File: src/rtl/digit_scan_ctrl_if.sv
// Control and select bundle between the digit scan controller and its
// stimulus/consumer side. The master drives the scan controls, the slave
// (the controller) drives the registered decoder select outputs.
interface digit_scan_ctrl_if #(
   parameter int CNT_W = 16
);
   logic             en;
   logic             mode_step;
   logic             step;
   logic [CNT_W-1:0] dwell;
   logic [3:0]       digit_mask;
   logic             sel1;
   logic             sel0;
   logic             sel_valid;
   logic             frame_done;

   modport master (
      output en, mode_step, step, dwell, digit_mask,
      input  sel1, sel0, sel_valid, frame_done
   );

   modport slave (
      input  en, mode_step, step, dwell, digit_mask,
      output sel1, sel0, sel_valid, frame_done
   );
endinterface

File: src/rtl/digit_scan_ctrl.sv
// Digit scan controller: produces the 2-bit select for a 2-to-4 one-hot
// decoder, dwelling on each enabled position for a programmable number of
// cycles (or until a step pulse), with one blanking cycle between positions
// and a frame_done pulse in the blank that wraps back to the first position.
module digit_scan_ctrl #(
   parameter int CNT_W = 16
) (
   input  logic              clk,
   input  logic              rst_n,
   digit_scan_ctrl_if.slave  bus
);

   typedef enum logic [1:0] {
      IDLE  = 2'd0,
      DWELL = 2'd1,
      BLANK = 2'd2
   } state_t;

   state_t           state_q, state_d;
   logic [1:0]       idx_q, idx_d;
   logic [CNT_W-1:0] cnt_q, cnt_d;
   logic             sel_valid_q, sel_valid_d;
   logic             frame_done_q, frame_done_d;

   logic [1:0]       low_idx;
   logic [1:0]       nxt_idx;
   logic [CNT_W-1:0] cnt_load;
   logic             mask_any;
   logic             dwell_end;

   // Lowest enabled position; only meaningful when the mask is non-zero.
   function automatic logic [1:0] lowest_set(input logic [3:0] m);
      logic [1:0] r;
      r = 2'd0;
      for (int i = 3; i >= 0; i--) begin
         if (m[i]) r = 2'(i);
      end
      return r;
   endfunction

   // First enabled position scanning cur+1, cur+2, cur+3, cur (mod 4).
   // Iterating from the farthest offset down lets the nearest one win.
   function automatic logic [1:0] next_set(input logic [3:0] m, input logic [1:0] cur);
      logic [1:0] r;
      logic [1:0] c;
      r = cur;
      for (int k = 4; k >= 1; k--) begin
         c = cur + 2'(k);
         if (m[c]) r = c;
      end
      return r;
   endfunction

   // Counter preload: a dwell of 0 behaves like a dwell of 1.
   function automatic logic [CNT_W-1:0] dwell_preload(input logic [CNT_W-1:0] d);
      return (d == '0) ? '0 : d - CNT_W'(1);
   endfunction

   assign mask_any  = (bus.digit_mask != 4'd0);
   assign low_idx   = lowest_set(bus.digit_mask);
   assign nxt_idx   = next_set(bus.digit_mask, idx_q);
   assign cnt_load  = dwell_preload(bus.dwell);
   assign dwell_end = bus.mode_step ? bus.step : (cnt_q == '0);

   // Next-state and registered-output computation for the scan sequencer.
   // frame_done is registered so it is visible during the blank itself; it is
   // therefore decided on the last DWELL cycle with the mask seen there.
   always_comb begin
      state_d      = state_q;
      idx_d        = idx_q;
      cnt_d        = cnt_q;
      sel_valid_d  = 1'b0;
      frame_done_d = 1'b0;
      if (!bus.en) begin
         state_d = IDLE;
      end else begin
         case (state_q)
            IDLE: begin
               if (mask_any) begin
                  state_d     = DWELL;
                  idx_d       = low_idx;
                  cnt_d       = cnt_load;
                  sel_valid_d = 1'b1;
               end
            end
            DWELL: begin
               if (dwell_end) begin
                  state_d      = BLANK;
                  frame_done_d = mask_any && (nxt_idx <= idx_q);
               end else begin
                  sel_valid_d = 1'b1;
                  if (!bus.mode_step) cnt_d = cnt_q - CNT_W'(1);
               end
            end
            BLANK: begin
               if (!mask_any) begin
                  state_d = IDLE;
               end else begin
                  state_d     = DWELL;
                  idx_d       = nxt_idx;
                  cnt_d       = cnt_load;
                  sel_valid_d = 1'b1;
               end
            end
            default: begin
               state_d = IDLE;
            end
         endcase
      end
   end

   // State, position, counter and output registers with asynchronous reset.
   always_ff @(posedge clk or negedge rst_n) begin
      if (!rst_n) begin
         state_q      <= IDLE;
         idx_q        <= 2'd0;
         cnt_q        <= '0;
         sel_valid_q  <= 1'b0;
         frame_done_q <= 1'b0;
      end else begin
         state_q      <= state_d;
         idx_q        <= idx_d;
         cnt_q        <= cnt_d;
         sel_valid_q  <= sel_valid_d;
         frame_done_q <= frame_done_d;
      end
   end

   assign bus.sel1       = idx_q[1];
   assign bus.sel0       = idx_q[0];
   assign bus.sel_valid  = sel_valid_q;
   assign bus.frame_done = frame_done_q;

endmodule

File: src/flat_wrapper.sv
// flat-port wrapper written by rule: the top's interface ports become plain ports
module digit_scan_ctrl_flat 
#(
   parameter int CNT_W = 16
)
  (clk, rst_n, bus_en, bus_mode_step, bus_step, bus_dwell, bus_digit_mask, bus_sel1, bus_sel0, bus_sel_valid, bus_frame_done);
  digit_scan_ctrl_if #(.CNT_W(CNT_W)) bus_i ();
  input  logic clk;
  input  logic rst_n;
  input wire logic [$bits(bus_i.en)-1:0] bus_en;
  input wire logic [$bits(bus_i.mode_step)-1:0] bus_mode_step;
  input wire logic [$bits(bus_i.step)-1:0] bus_step;
  input wire logic [$bits(bus_i.dwell)-1:0] bus_dwell;
  input wire logic [$bits(bus_i.digit_mask)-1:0] bus_digit_mask;
  output wire logic [$bits(bus_i.sel1)-1:0] bus_sel1;
  output wire logic [$bits(bus_i.sel0)-1:0] bus_sel0;
  output wire logic [$bits(bus_i.sel_valid)-1:0] bus_sel_valid;
  output wire logic [$bits(bus_i.frame_done)-1:0] bus_frame_done;
  assign bus_i.en = bus_en;
  assign bus_i.mode_step = bus_mode_step;
  assign bus_i.step = bus_step;
  assign bus_i.dwell = bus_dwell;
  assign bus_i.digit_mask = bus_digit_mask;
  assign bus_sel1 = bus_i.sel1;
  assign bus_sel0 = bus_i.sel0;
  assign bus_sel_valid = bus_i.sel_valid;
  assign bus_frame_done = bus_i.frame_done;
  digit_scan_ctrl #(.CNT_W(CNT_W)) u_core (.clk(clk), .rst_n(rst_n), .bus(bus_i));
endmodule
File: config.mk
export PLATFORM = sky130hd
export DESIGN_NAME = digit_scan_ctrl_flat
export DESIGN_NICKNAME = d
export VERILOG_FILES = /design/src/rtl/digit_scan_ctrl_if.sv /design/src/rtl/digit_scan_ctrl.sv /design/src/flat_wrapper.sv
export SDC_FILE = /design/constraint.sdc
export NUM_CORES = 1
export LEC_CHECK = 0
export ABC_AREA = 0
export BUFFER_PORTS_ARGS = -buffer_cell sky130_fd_sc_hd__buf_4
export CORE_MARGIN = 2
export CORE_UTILIZATION = 57
export DETAILED_ROUTE_END_ITERATION = 10
export PLACE_DENSITY = 0.8
export SYNTH_ARGS = -nofsm -noshare
export SYNTH_HDL_FRONTEND = slang
export SYNTH_SLANG_ARGS = --single-unit
File: constraint.sdc
create_clock -name clk -period 3.9 [get_ports clk]
set_input_delay 0.195 -clock clk [delete_from_list [all_inputs] [get_ports clk]]
set_output_delay 0.195 -clock clk [all_outputs]
set_load 0.01 [all_outputs]
# --- Word level (Yosys, flattened, before mapping) ---
# Cells that the tools add are included.
totals:
  input_bits: 25
  out_inout_bits: 4
  regBits: 22
  ram_bits: 0
  latch_bits: 0
  n_memories: 0
  wordCells: 68
  romBits: 0
classes:
  n_eq_ne: 9
  add_sub_neg: 5
  mux: 34
  n_bitwise: 0
  n_reduce_logical: 11
  multipliers: 0
  n_lt_le_gt_ge: 4
  shift: 0
  n_div: 0
ops:
  columns: ["operator", "n"]
  rows:
  - ["$mux 16", 4]
  - ["$logic_not 16->1", 2]
  - ["$pmux 16 s2", 1]
  - ["$sub 16x1->16 const B", 2]
  - ["$mux 2", 12]
  - ["$mux 1", 11]
  - ["$lt 2x3->1 const B", 3]
  - ["$bmux 1 s2", 3]
  - ["$ne 2x1->1 const B", 3]
  - ["$ne 3x2->1 const B", 2]
  - ["$pmux 2 s3", 1]
  - ["$reduce_and 5->1", 1]
  - ["$add 2x2->2 const B", 2]
  - ["$ne 2x2->1 const B", 2]
  - ["$pmux 2 s2", 1]
  - ["$reduce_and 4->1", 1]
  - ["$reduce_bool 2->1", 2]
  - ["$reduce_bool 4->1", 1]
  - ["$add 2x1->2 const B", 1]
  - ["$eq 2x1->1 const B", 1]
  - ["$eq 2x2->1 const B", 1]
  - ["$le 2x2->1", 1]
  - ["$logic_not 2->1", 1]
  - ["$pmux 1 s2", 1]
  - ["other kinds (3)", 3]

# --- Longest topological paths before layout ---
# Gate-level depths: netlist of the first run.
depth:
  depth_word: 11
  mapped_depth: 8
  depth_no_buf: 7

# --- Worst setup path before layout of the first run ---
# Ideal clock, no wire load.
synth_path:
  path_type: "reg-to-reg"
  startpoint: "register u_core.cnt_q[5]"
  endpoint: "register u_core.cnt_q[11]"
  slack_ns: 2.014
  stages_incl_launch_ff: 6
  required_time_ns: 3.774
  period_less_slack_ns: 1.886
  arrival_time_ns: 1.760
  setup_time_ns: 0.126
  path_buffers: 0
  path_cell_list: "dfrtp_1 > nor4_2 > nand4_1 > a21oi_4 > o21ai_1 > a221o_1"
synth_between:
  elab_chain_len: 4
  word_cells_on_any_way: 8
  classes_between: "1 x add/sub; 1 x eq/ne; 4 x mux; 2 x reduce/logical"
synth_lines:
  columns: ["element", "line", "source"]
  rows:
  - ["start: declaration", "digit_scan_ctrl.sv:21", "logic [CNT_W-1:0] cnt_q, cnt_d;"]
  - ["start signal: assignment", "digit_scan_ctrl.sv:123", "cnt_q <= cnt_d;"]
  - ["$sub 16x1->16 or $logic_not 16->1 (tied branches)", "digit_scan_ctrl.sv:92, digit_scan_ctrl.sv:63", null]
  - ["$mux 16 or $mux 1 (tied branches)", "digit_scan_ctrl.sv:92, digit_scan_ctrl.sv:63", null]
  - ["$mux 16 or $ne 2x2->1 (tied branches)", null, null]
  - ["$pmux 16 s2 or $reduce_and 5->1 (tied branches)", null, null]
# Several ways; a longest one is shown, not always the timed one. The select of a mux whose other input is x is not followed.
# A chain may end at the register's enable or synchronous reset.

# --- Worst setup path in the final report of the first run ---
layout_path:
  startpoint: "register u_core.cnt_q[11]"
  endpoint: "register u_core.cnt_q[9]"
layout_between:
  elab_chain_len: 4
layout_lines:
  columns: ["element", "line", "source"]
  rows:
  - ["$logic_not 16->1", "digit_scan_ctrl.sv:63", "assign dwell_end = bus.mode_step ? bus.step : (cnt_q == '0);"]
  - ["$mux 1", "digit_scan_ctrl.sv:63", null]
  - ["$ne 2x2->1 (no line)", null, null]
  - ["$reduce_and 5->1 (no line)", null, null]
# Every way passes these cells.

==> results of run 1 <==
## registers in the layout, summed over array words and instances (netlist names)
name / flops
u_core.state_q: 2
u_core.cnt_q: 16
u_core.idx_q: 2
u_core.bus.sel_valid: 1
u_core.bus.frame_done: 1
## power groups by stage
| stage | Combinational (µW) | Clock [µW] | Sequential [µW] |
|---|---|---|---|
| final | 355 | 179 | 401 |
| after floorplan | 266 | 0 | 377 |
| after global placement | 337 | 0 | 396 |
| after CTS | 355 | 179 | 398 |
| after global routing | 402 | 191 | 417 |
| after detailed placement | 353 | 0 | 402 |
## metrics by stage
stage                     hold WS (ns)  power, µW  instances  instance area [µm²]  worst slack (ns)
after floorplan                 -0.101        643        207                 1780              2.01
after global placement          0.0982        733        261                 1980              1.53
after detailed placement         0.102        754        261                 1980              1.44
after CTS                        0.170        932        266                 2040              1.45
after global routing             0.199       1010        266                 2040              1.16
final                            0.171        935        266                 2040              1.43
## synth_stat cells (4+ instances only)
master | instances | area, µm²
sky130_fd_sc_hd__dfrtp_1 | 22 | 551
sky130_fd_sc_hd__o21ai_1 | 4 | 20.0
sky130_fd_sc_hd__nor2_1 | 15 | 56.3
sky130_fd_sc_hd__a21oi_1 | 5 | 25.0
sky130_fd_sc_hd__xor2_1 | 7 | 61.3
sky130_fd_sc_hd__or3_1 | 4 | 25.0
sky130_fd_sc_hd__ha_1 | 6 | 75.1
sky130_fd_sc_hd__o21ai_0 | 20 | 100
sky130_fd_sc_hd__nand3_1 | 5 | 25.0
sky130_fd_sc_hd__xnor2_1 | 7 | 61.3
sky130_fd_sc_hd__inv_1 | 8 | 30.0
sky130_fd_sc_hd__nor4_1 | 7 | 43.8
sky130_fd_sc_hd__a221o_1 | 5 | 50.1
sky130_fd_sc_hd__nand2_1 | 18 | 67.6
sky130_fd_sc_hd__nor3_1 | 6 | 30.0
sky130_fd_sc_hd__nand2b_1 | 4 | 25.0
## worst max-delay path, stage by stage (launching register included)
cell and delay (ns):
sky130_fd_sc_hd__dfrtp_1 0.43, sky130_fd_sc_hd__nor4_1 0.51, sky130_fd_sc_hd__nand4_1 0.35, sky130_fd_sc_hd__a21oi_4 0.59, sky130_fd_sc_hd__o21ai_1 0.16, sky130_fd_sc_hd__a221o_1 0.32
## path summary, 6_finish.rpt
| check | endpoint | cells past startpoint |
|---|---|---|
| min in group asynchronous | u_core.state_q[0]$_DFFE_PN0P_ | 2 |
| worst max register to register | u_core.cnt_q[9]$_DFFE_PN0P_ | 5 |
| worst min register to register | u_core.cnt_q[14]$_DFFE_PN0P_ | 2 |
| max in group asynchronous | u_core.cnt_q[7]$_DFFE_PN0P_ | 2 |
| worst max-delay path | u_core.cnt_q[9]$_DFFE_PN0P_ | 5 |
| worst min-delay path | u_core.cnt_q[15]$_DFFE_PN0P_ | 3 |
## cells in the final DEF (no fill, tap or decap), types with 6 or more instances in the layout
cell | Yosys | layout
sky130_fd_sc_hd__xnor2_1 | 7 | 7
sky130_fd_sc_hd__xor2_1 | 7 | 7
sky130_fd_sc_hd__nand2_1 | 18 | 18
sky130_fd_sc_hd__inv_1 | 8 | 8
sky130_fd_sc_hd__buf_4 | 3 | 28
sky130_fd_sc_hd__nor2_1 | 15 | 15
sky130_fd_sc_hd__dfrtp_1 | 22 | 22
sky130_fd_sc_hd__ha_1 | 6 | 6
sky130_fd_sc_hd__o21ai_0 | 20 | 20
sky130_fd_sc_hd__nor3_1 | 6 | 6
sky130_fd_sc_hd__nor4_1 | 7 | 7
## cell families after synthesis
family	synth area share
adder cells (fa/ha/maj)	0.0423
AO/OA/AOI/OAI	0.224
multiplexers	0.0246
buffers and inverters	0.0437
flip-flops	0.310
AND/OR/NAND/NOR	0.287
XOR/XNOR	0.0690
## layout make-up
cell class	count	area, µm²	share of cell area
clock inverters	1	30.0	0.0147
flip-flops and latches	22	551	0.269
clock buffers	3	22.5	0.0110
well taps	33	41.3	0.0202
repair buffers	29	220	0.108
multi-input cells	170	1150	0.562
inverters	8	30.0	0.0147
## routing by layer
metal	routed length, µm	GRT usage	vias to the layer above
met1	1790	0.341	785
met2	2080	0.461	75
met5	0	0	-
li1	-	-	827
met4	37	0.0381	0
met3	258	0.0281	6
## what timing repair did
item | CTS | global route
setup endpoints to repair | 0 | 0
hold buffers | 1 | 0
setup buffers | 0 | 0
resized for setup | 0 | 0
endpoints found under the hold margin | 22 | 0
==> out/summary.txt, run 1 <==
warnings from Yosys -> 0
type of the worst setup path -> reg -> reg
Async S/R FF share, synth -> 1.00
Seq/Total Area, Yosys -> 0.310
fin crit share -> 0.634
initial core utilization -> 0.592
area of the core -> 3000 µm²
post-DR vias/cell -> 6.36
net count after synthesis -> 238
global-route wire length before repair -> 7060 µm
hold violation count in the final report -> 0
CTS tree -> yes
Comb power frac -> 0.380
number of violations reported at the end of detailed-routing iteration 0 -> 148
master cell of the clock root buffer -> sky130_fd_sc_hd__clkbuf_4
y dimension of the die -> 59.8 µm
Cell Rows -> 20
Die Footprint -> 3580 µm²
number of global-route vias before repair -> 1,546
Req. time, crit path -> 4.12 ns
total global routing overflow -> 0
clock sinks -> 22
Critical Path Sink Type -> flip-flop
setup_tns -> 0 ns
worst-case vdd ir drop -> 0.224 mV
number of buffers inserted during clock tree synthesis -> 3
startpoint type of the worst setup path -> flip-flop
maximum number of pins on one net before global-route repair -> 28
post-synth cell types -> 52
final RePlAce weighted congestion -> 0.906
class of the worst hold path -> in -> reg
remaining routing DRC violations -> 0
origin of the worst setup path -> u_core.cnt_q[11]$_DFFE_PN0P_
initial antenna violation count -> 0
Min Clock Period, post-route -> 2.47 ns
overall via count from detail_route -> 1,693
power per cell area -> 458 nW/µm²
worst hold start -> bus_dwell[15]
number of nets at the end of the flow -> 265
leakage power summed over all cells -> 0.000804 µW
wire per inst -> 15.7 µm
Clock Skews -> 0.0127 ns
internal power -> 575 µW
area added between synthesis and finish -> 15.0%
number of H-tree levels -> 1
part of the total power dissipated in the clock network -> 0.192
R2R Setup Slk -> 1.43 ns
RSZ-0062 raised after global routing -> no
detailed-router iteration count before antenna repair -> 4
overall fraction of global-route tracks in use -> 0.258
clock latency at the later pin of the worst-skew pair -> 0.32 ns
switching power as a share of total power -> 0.385
antenna cell count -> 0
synthesized area per cell -> 8.58 µm²
Max clock buf depth -> 2
number of max-cap violations -> 0
biggest fanout along the worst timing path -> 27
Tightest Pin Transition -> 0.820 ns
share of the core filled with cells -> 0.680
net switching power -> 360 µW
post-synthesis cell area -> 1780 µm²
half-perimeter wire length after detailed placement -> 3250 µm
width of the die -> 59.8 µm
Max Clock Freq -> 404 MHz
ys flop type -> sky130_fd_sc_hd__dfrtp_1
port buffer count -> 28
Slew HR -> 0.448
share of layout cells above drive strength 1 -> 0.189
Clock Pin Slew Worst Setup and Hold Paths -> 0.14 ns
number of register bits inferred by synthesis -> 22
Slew Limit Fails -> 0
register share of total power -> 0.429
number of instances in the synthesized netlist -> 207
post-detailed-routing wire length -> 4170 µm
final setup vio count -> 0
number of enable-type register cells in the synthesized netlist -> 0
outcome -> complete, no violations
number of filler cells placed in the layout -> 244
data arrival time at the worst-slack endpoint -> 2.69 ns
antenna-violating nets left -> 0
RR Startpoint -> u_core.cnt_q[11]$_DFFE_PN0P_
Top-Level Pins -> 29
(Power assumes the default switching activity.)
==> run 2: changes to the inputs <==
Settings changed: CORE_UTILIZATION 57 to 56, PLACE_DENSITY 0.8 to 0.79.
Clock period 3.9 ns to 2.4 ns, I/O delays scaled along.
==> run 2 against run 1 <==
  * Utilization is 1.1 points higher
  * Routed wire length rose by 2.8%
  * Sequential power up 62%
  * Cell count rose by 7.1%
  * Worst hold slack got worse by 0.049 ns
  * Via count grew 2.4%
  * Largest cell class unchanged
  * Die area increased by 1.7%
  * Clock-buffer cell count unchanged
  * Flip-flop and latch count unchanged
  * Power grew 55%
  * Critical endpoint is now u_core.cnt_q[11]$_DFFE_PN0P_
  * Sequential share of layout area shrank 0.66 points
==> out/summary.txt, run 2 (synthesis gave the netlist of run 1 again) <==
outcome -> complete, no violations
top flop regs -> u_core.cnt_q: 16 flops, u_core.idx_q: 2 flops, u_core.state_q: 2 flops
most common cell after layout, fill and taps aside -> sky130_fd_sc_hd__buf_4
half-perimeter wire length after detailed placement -> 3360 µm
clock latency at the later pin of the worst-skew pair -> 0.30 ns
area of the core -> 3030 µm²
fin crit share -> 0.876
Clock Skews -> 0.0104 ns
number of filler cells placed in the layout -> 251
power per cell area -> 692 nW/µm²
cell count after placement -> 281
y dimension of the die -> 60.3 µm
initial antenna violation count -> 0
class of the worst hold path -> in -> reg
post-detailed-routing wire length -> 4280 µm
total global routing overflow -> 0
Cell Rows -> 20
number of buffers inserted during clock tree synthesis -> 3
leakage power summed over all cells -> 0.000835 µW
setup_tns -> 0 ns
biggest fanout along the worst timing path -> 13
master cell of the clock root buffer -> sky130_fd_sc_hd__clkbuf_4
top register by number of flip-flops -> u_core.cnt_q
final setup vio count -> 0
CTS tree -> yes
Critical Path Sink Type -> flip-flop
number of violations reported at the end of detailed-routing iteration 0 -> 142
antenna cell count -> 0
number of nets at the end of the flow -> 274
Max clock buf depth -> 2
global-route wire length before repair -> 7300 µm
area added between synthesis and finish -> 17.9%
commonest non-fill, non-tap cells in the layout -> 37 x sky130_fd_sc_hd__buf_4, 22 x sky130_fd_sc_hd__dfrtp_1, 20 x sky130_fd_sc_hd__o21ai_0
RSZ-0062 raised after global routing -> no
final RePlAce weighted congestion -> 0.896
worst-path cell chain -> inv_1 > ha_1 > nor4b_1 > nand4_1 > a21oi_4 > buf_4 > o21ai_1 > a221o_1
wire per inst -> 15.0 µm
grt met1 use -> 0.312
number of global-route vias before repair -> 1,729
register share of total power -> 0.448
detailed-router iteration count before antenna repair -> 4
Slew HR -> 0.753
port buffer count -> 28
Tightest Pin Transition -> 0.367 ns
Top-Level Pins -> 29
share of the core filled with cells -> 0.692
biggest cell delay along the critical path -> 0.44 ns
Slew Limit Fails -> 0
Comb power frac -> 0.439
Die Footprint -> 3640 µm²
switching power as a share of total power -> 0.406
number of max-cap violations -> 0
post-DR vias/cell -> 6.08
remaining routing DRC violations -> 0
non-filler instance count after layout -> 285
share of layout cells above drive strength 1 -> 0.216
overall via count from detail_route -> 1,733
clock sinks -> 22
part of the total power dissipated in the clock network -> 0.114
antenna-violating nets left -> 0
width of the die -> 60.3 µm
post-CTS setup repair buffer count -> 0
smallest hold slack -> 0.122 ns
overall fraction of global-route tracks in use -> 0.265
library cell contributing the largest single delay on the critical path -> sky130_fd_sc_hd__dfrtp_1
number of H-tree levels -> 1
initial core utilization -> 0.587
hold violation count in the final report -> 0
data arrival time at the worst-slack endpoint -> 2.30 ns
maximum number of pins on one net before global-route repair -> 23
met2 routing resource usage after global routing -> 0.480
Min Clock Period, post-route -> 2.10 ns
Largest register FFs -> 16
type of the worst setup path -> reg -> reg
met3 routing resource usage after global routing -> 0.0476
Max Clock Freq -> 476 MHz
internal power -> 861 µW
Req. time, crit path -> 2.60 ns
startpoint type of the worst setup path -> flip-flop
net switching power -> 588 µW
worst-case vdd ir drop -> 0.296 mV
number of instances resized during post-cts repair -> 0
layer carrying the most global-route usage -> met2
Clock Pin Slew Worst Setup and Hold Paths -> 0.12 ns
## run 2: final timing paths
check	end	startpoint	cells after the start	slack, ns
worst min-delay path	u_core.cnt_q[15]$_DFFE_PN0P_	bus_dwell[15]	3	0.12
worst max-delay path	u_core.cnt_q[11]$_DFFE_PN0P_	u_core.cnt_q[0]$_DFFE_PN0P_	8	0.30
worst min register to register	u_core.cnt_q[14]$_DFFE_PN0P_	u_core.cnt_q[14]$_DFFE_PN0P_	2	0.55
min in group asynchronous	u_core.cnt_q[14]$_DFFE_PN0P_	rst_n	2	0.24
worst max register to register	u_core.cnt_q[11]$_DFFE_PN0P_	u_core.cnt_q[0]$_DFFE_PN0P_	8	0.30
max in group asynchronous	u_core.cnt_q[1]$_DFFE_PN0P_	rst_n	2	1.93
## run 2: stage by stage
step | setup WS, ns | area (µm²) | total power (µW)
global route | 0.170 | 2090 | 1570
CTS | 0.304 | 2090 | 1440
floorplan | 0.514 | 1780 | 1040
finish | 0.297 | 2090 | 1450
global placement | 0.469 | 2060 | 1240
detailed placement | 0.364 | 2060 | 1280
## run 2: cell type report
type	count	area, µm²	area share
Multi-Input combinational cell	170	1150	0.548
Sequential cell	22	551	0.263
Timing Repair Buffer	38	288	0.137
Tap cell	44	55.1	0.0263
Inverter	8	30.0	0.0143
Clock buffer	3	22.5	0.0108
## run 2: what timing repair did
item                                    in CTS  in global routing
endpoints found under the setup margin       0                  0
endpoints found under the hold margin       22                  0
hold buffers                                 1                  0
## run 2: power by group through the flow
| stage | Clock, µW | Combinational, µW | Sequential (µW) |
|---|---|---|---|
| 6_report | 165 | 636 | 648 |
| 2_1_floorplan | 0 | 432 | 612 |
| 4_1_cts | 168 | 633 | 642 |
| 3_3_place_gp | 0 | 598 | 637 |
| 3_5_place_dp | 0 | 627 | 648 |
| 5_1_grt | 184 | 717 | 674 |
## run 2: per-layer routing
layer	up-vias	wire length, µm
met5	-	0
met4	0	56
met2	68	2180
li1	839	-
met1	819	1790
met3	7	250
## run 2: worst max-delay path: cells and delay by family, from the launching register on
kind / cells / cell delay (ns)
AO/OA/AOI/OAI: 3 / 0.59
AND/OR/NAND/NOR: 2 / 0.52
flip-flops: 1 / 0.44
buffers and inverters: 2 / 0.28
adder cells (fa/ha/maj): 1 / 0.15
==> run 3: changes to the inputs <==
Settings changed: CORE_UTILIZATION 56 to 51, PLACE_DENSITY 0.79 to 0.76, RECOVER_POWER from default to 100.
Clock period 2.4 ns to 1.8 ns, I/O delays scaled along.
==> run 3 against run 2 <==
  * Non-clock buffer count up 45
  * Via count grew 9.8%
  * Global-route usage shrank 0.13 points
  * Die area is 9.2% higher
  * Flip-flop and latch count unchanged
  * Largest cell class unchanged
  * Sequential share of layout area is 4.5 points lower
  * Combinational power up 120%
  * The flow now finishes with violations (negative setup slack)
  * Worst hold slack worse by 0.049 ns
==> out/summary.txt, run 3 (synthesis gave the netlist of run 1 again) <==
outcome -> finished, violations left
violations in the final reports -> negative setup slack
reg-to-reg endpoint -> u_core.cnt_q[9]$_DFFE_PN0P_
top register by number of flip-flops -> u_core.cnt_q
half-perimeter wire length after detailed placement -> 3570 µm
library cell contributing the largest single delay on the critical path -> sky130_fd_sc_hd__dfrtp_1
Clock Skews -> 0.00512 ns
number of H-tree levels -> 1
port buffer count -> 28
overall via count from detail_route -> 1,903
Cell Rows -> 21
total global routing overflow -> 0
detailed-router iteration count before antenna repair -> 4
smallest hold slack -> 0.0732 ns
overall fraction of global-route tracks in use -> 0.264
final RePlAce weighted congestion -> 0.830
Final WS setup -> -0.0312 ns
hold violation count in the final report -> 0
Top-Level Pins -> 29
master cell of the clock root buffer -> sky130_fd_sc_hd__clkbuf_4
RR Startpoint -> u_core.cnt_q[0]$_DFFE_PN0P_
clock sinks -> 22
startpoint type of the worst setup path -> flip-flop
fin crit share -> 1.02
type of the worst setup path -> reg -> reg
power per cell area -> 968 nW/µm²
antenna-violating nets left -> 0
Min Clock Period, post-route -> 1.83 ns
Max Clock Freq -> 546 MHz
Max clock buf depth -> 2
clock latency at the later pin of the worst-skew pair -> 0.32 ns
post-detailed-routing wire length -> 4980 µm
number of global-route vias before repair -> 1,857
worst-path cell chain -> inv_2 > ha_2 > nor4b_2 > nand4_1 > a21oi_4 > buf_12 > o21ai_2 > a221o_1
width of the die -> 63.0 µm
number of max-cap violations -> 0
antenna cell count -> 0
worst-case hold path end point -> u_core.cnt_q[15]$_DFFE_PN0P_
Die Footprint -> 3970 µm²
biggest cell delay along the critical path -> 0.41 ns
R2R cell count -> 8
final setup vio count -> 6
area of the core -> 3340 µm²
commonest non-fill, non-tap cells in the layout -> 74 x sky130_fd_sc_hd__buf_4, 22 x sky130_fd_sc_hd__dfrtp_1, 16 x sky130_fd_sc_hd__nand2_1
R2R Setup Slk -> -0.03 ns
Tightest Pin Transition -> 1.22 ns
area added between synthesis and finish -> 42.3%
CTS tree -> yes
top flop regs -> u_core.cnt_q: 16 flops, u_core.idx_q: 2 flops, u_core.state_q: 2 flops
initial core utilization -> 0.532
initial antenna violation count -> 0
setup_tns -> -0.0959 ns
class of the worst hold path -> in -> reg
Critical Path Sink Type -> flip-flop
number of violations reported at the end of detailed-routing iteration 0 -> 95
post-layout total power -> 2450 µW
cell depth of the worst hold path -> 3
number of nets at the end of the flow -> 319
remaining routing DRC violations -> 0
non-filler instance count after layout -> 332
Largest register FFs -> 16
leakage power summed over all cells -> 0.00106 µW
biggest fanout along the worst timing path -> 6
data arrival time at the worst-slack endpoint -> 2.05 ns
share of layout cells above drive strength 1 -> 0.385
y dimension of the die -> 63.0 µm
number of buffers inserted during clock tree synthesis -> 3
maximum number of pins on one net before global-route repair -> 23
most common cell after layout, fill and taps aside -> sky130_fd_sc_hd__buf_4
post-DR vias/cell -> 5.73
Clock Pin Slew Worst Setup and Hold Paths -> 0.12 ns
worst hold start -> bus_dwell[15]
RSZ-0062 raised after global routing -> yes
Slew Limit Fails -> 0
global-route wire length before repair -> 8420 µm
Req. time, crit path -> 2.01 ns
wire per inst -> 15.0 µm
worst-case vdd ir drop -> 0.737 mV
Slew HR -> 0.189
cell count after placement -> 318
number of filler cells placed in the layout -> 237
## run 3: how the worst max path moves through the flow
stage,start,to,cells after the start
finish,u_core.cnt_q[0]$_DFFE_PN0P_,u_core.cnt_q[9]$_DFFE_PN0P_,8
global route,u_core.cnt_q[5]$_DFFE_PN0P_,u_core.cnt_q[9]$_DFFE_PN0P_,6
CTS,u_core.cnt_q[0]$_DFFE_PN0P_,u_core.cnt_q[12]$_DFFE_PN0P_,9
detailed placement,bus_dwell[8],u_core.cnt_q[4]$_DFFE_PN0P_,7
global placement,bus_dwell[8],u_core.cnt_q[3]$_DFFE_PN0P_,7
floorplan,u_core.cnt_q[5]$_DFFE_PN0P_,u_core.cnt_q[11]$_DFFE_PN0P_,5
## run 3: repair_timing
item                                   in CTS  in global routing
hold buffers                                1                  0
buffers inserted                            7                  3
setup endpoints to repair                  13                 20
endpoints found under the hold margin      22                  0
pin swaps                                   6                  9
gates resized for setup                     9                 21
## run 3: power breakdown
group	switching (µW)	internal, µW	total, µW
sequential	179	655	833
combinational	642	738	1380
clock	154	78.5	233
total	976	1470	2450
## run 3: final cells by class
| type | instances | area (µm²) | share of cell area |
|---|---|---|---|
| Tap cell | 46 | 57.6 | 0.0228 |
| Sequential cell | 22 | 551 | 0.218 |
| Timing Repair Buffer | 83 | 631 | 0.249 |
| Multi-Input combinational cell | 170 | 1240 | 0.489 |
| Inverter | 8 | 30.0 | 0.0119 |
| Clock buffer | 3 | 22.5 | 0.00891 |
## run 3: layer usage
| layer | GRT usage | share of wire |
|---|---|---|
| met1 | 0.346 | 0.44 |
| met5 | 0 | 0 |
| met2 | 0.460 | 0.50 |
| met3 | 0.0162 | 0.044 |
| met4 | 0.0861 | 0.018 |
## run 3: per-stage QoR
step / setup slack (ns) / utilization / area, µm²
2_1_floorplan: 0.00346 / - / 1800
3_3_place_gp: -0.0279 / 0.707 / 2360
3_5_place_dp: -0.0778 / 0.707 / 2360
4_1_cts: -0.00752 / 0.742 / 2480
5_1_grt: -0.163 / 0.758 / 2530
6_report: -0.0312 / 0.758 / 2530
## run 3: critical path: cells and delay by family (launching register included)
| kind | cells | cell delay [ns] |
|---|---|---|
| buf+inv | 2 | 0.21 |
| flops | 1 | 0.41 |
| fa+ha+maj | 1 | 0.16 |
| compound gates | 3 | 0.57 |
| simple gates | 2 | 0.39 |
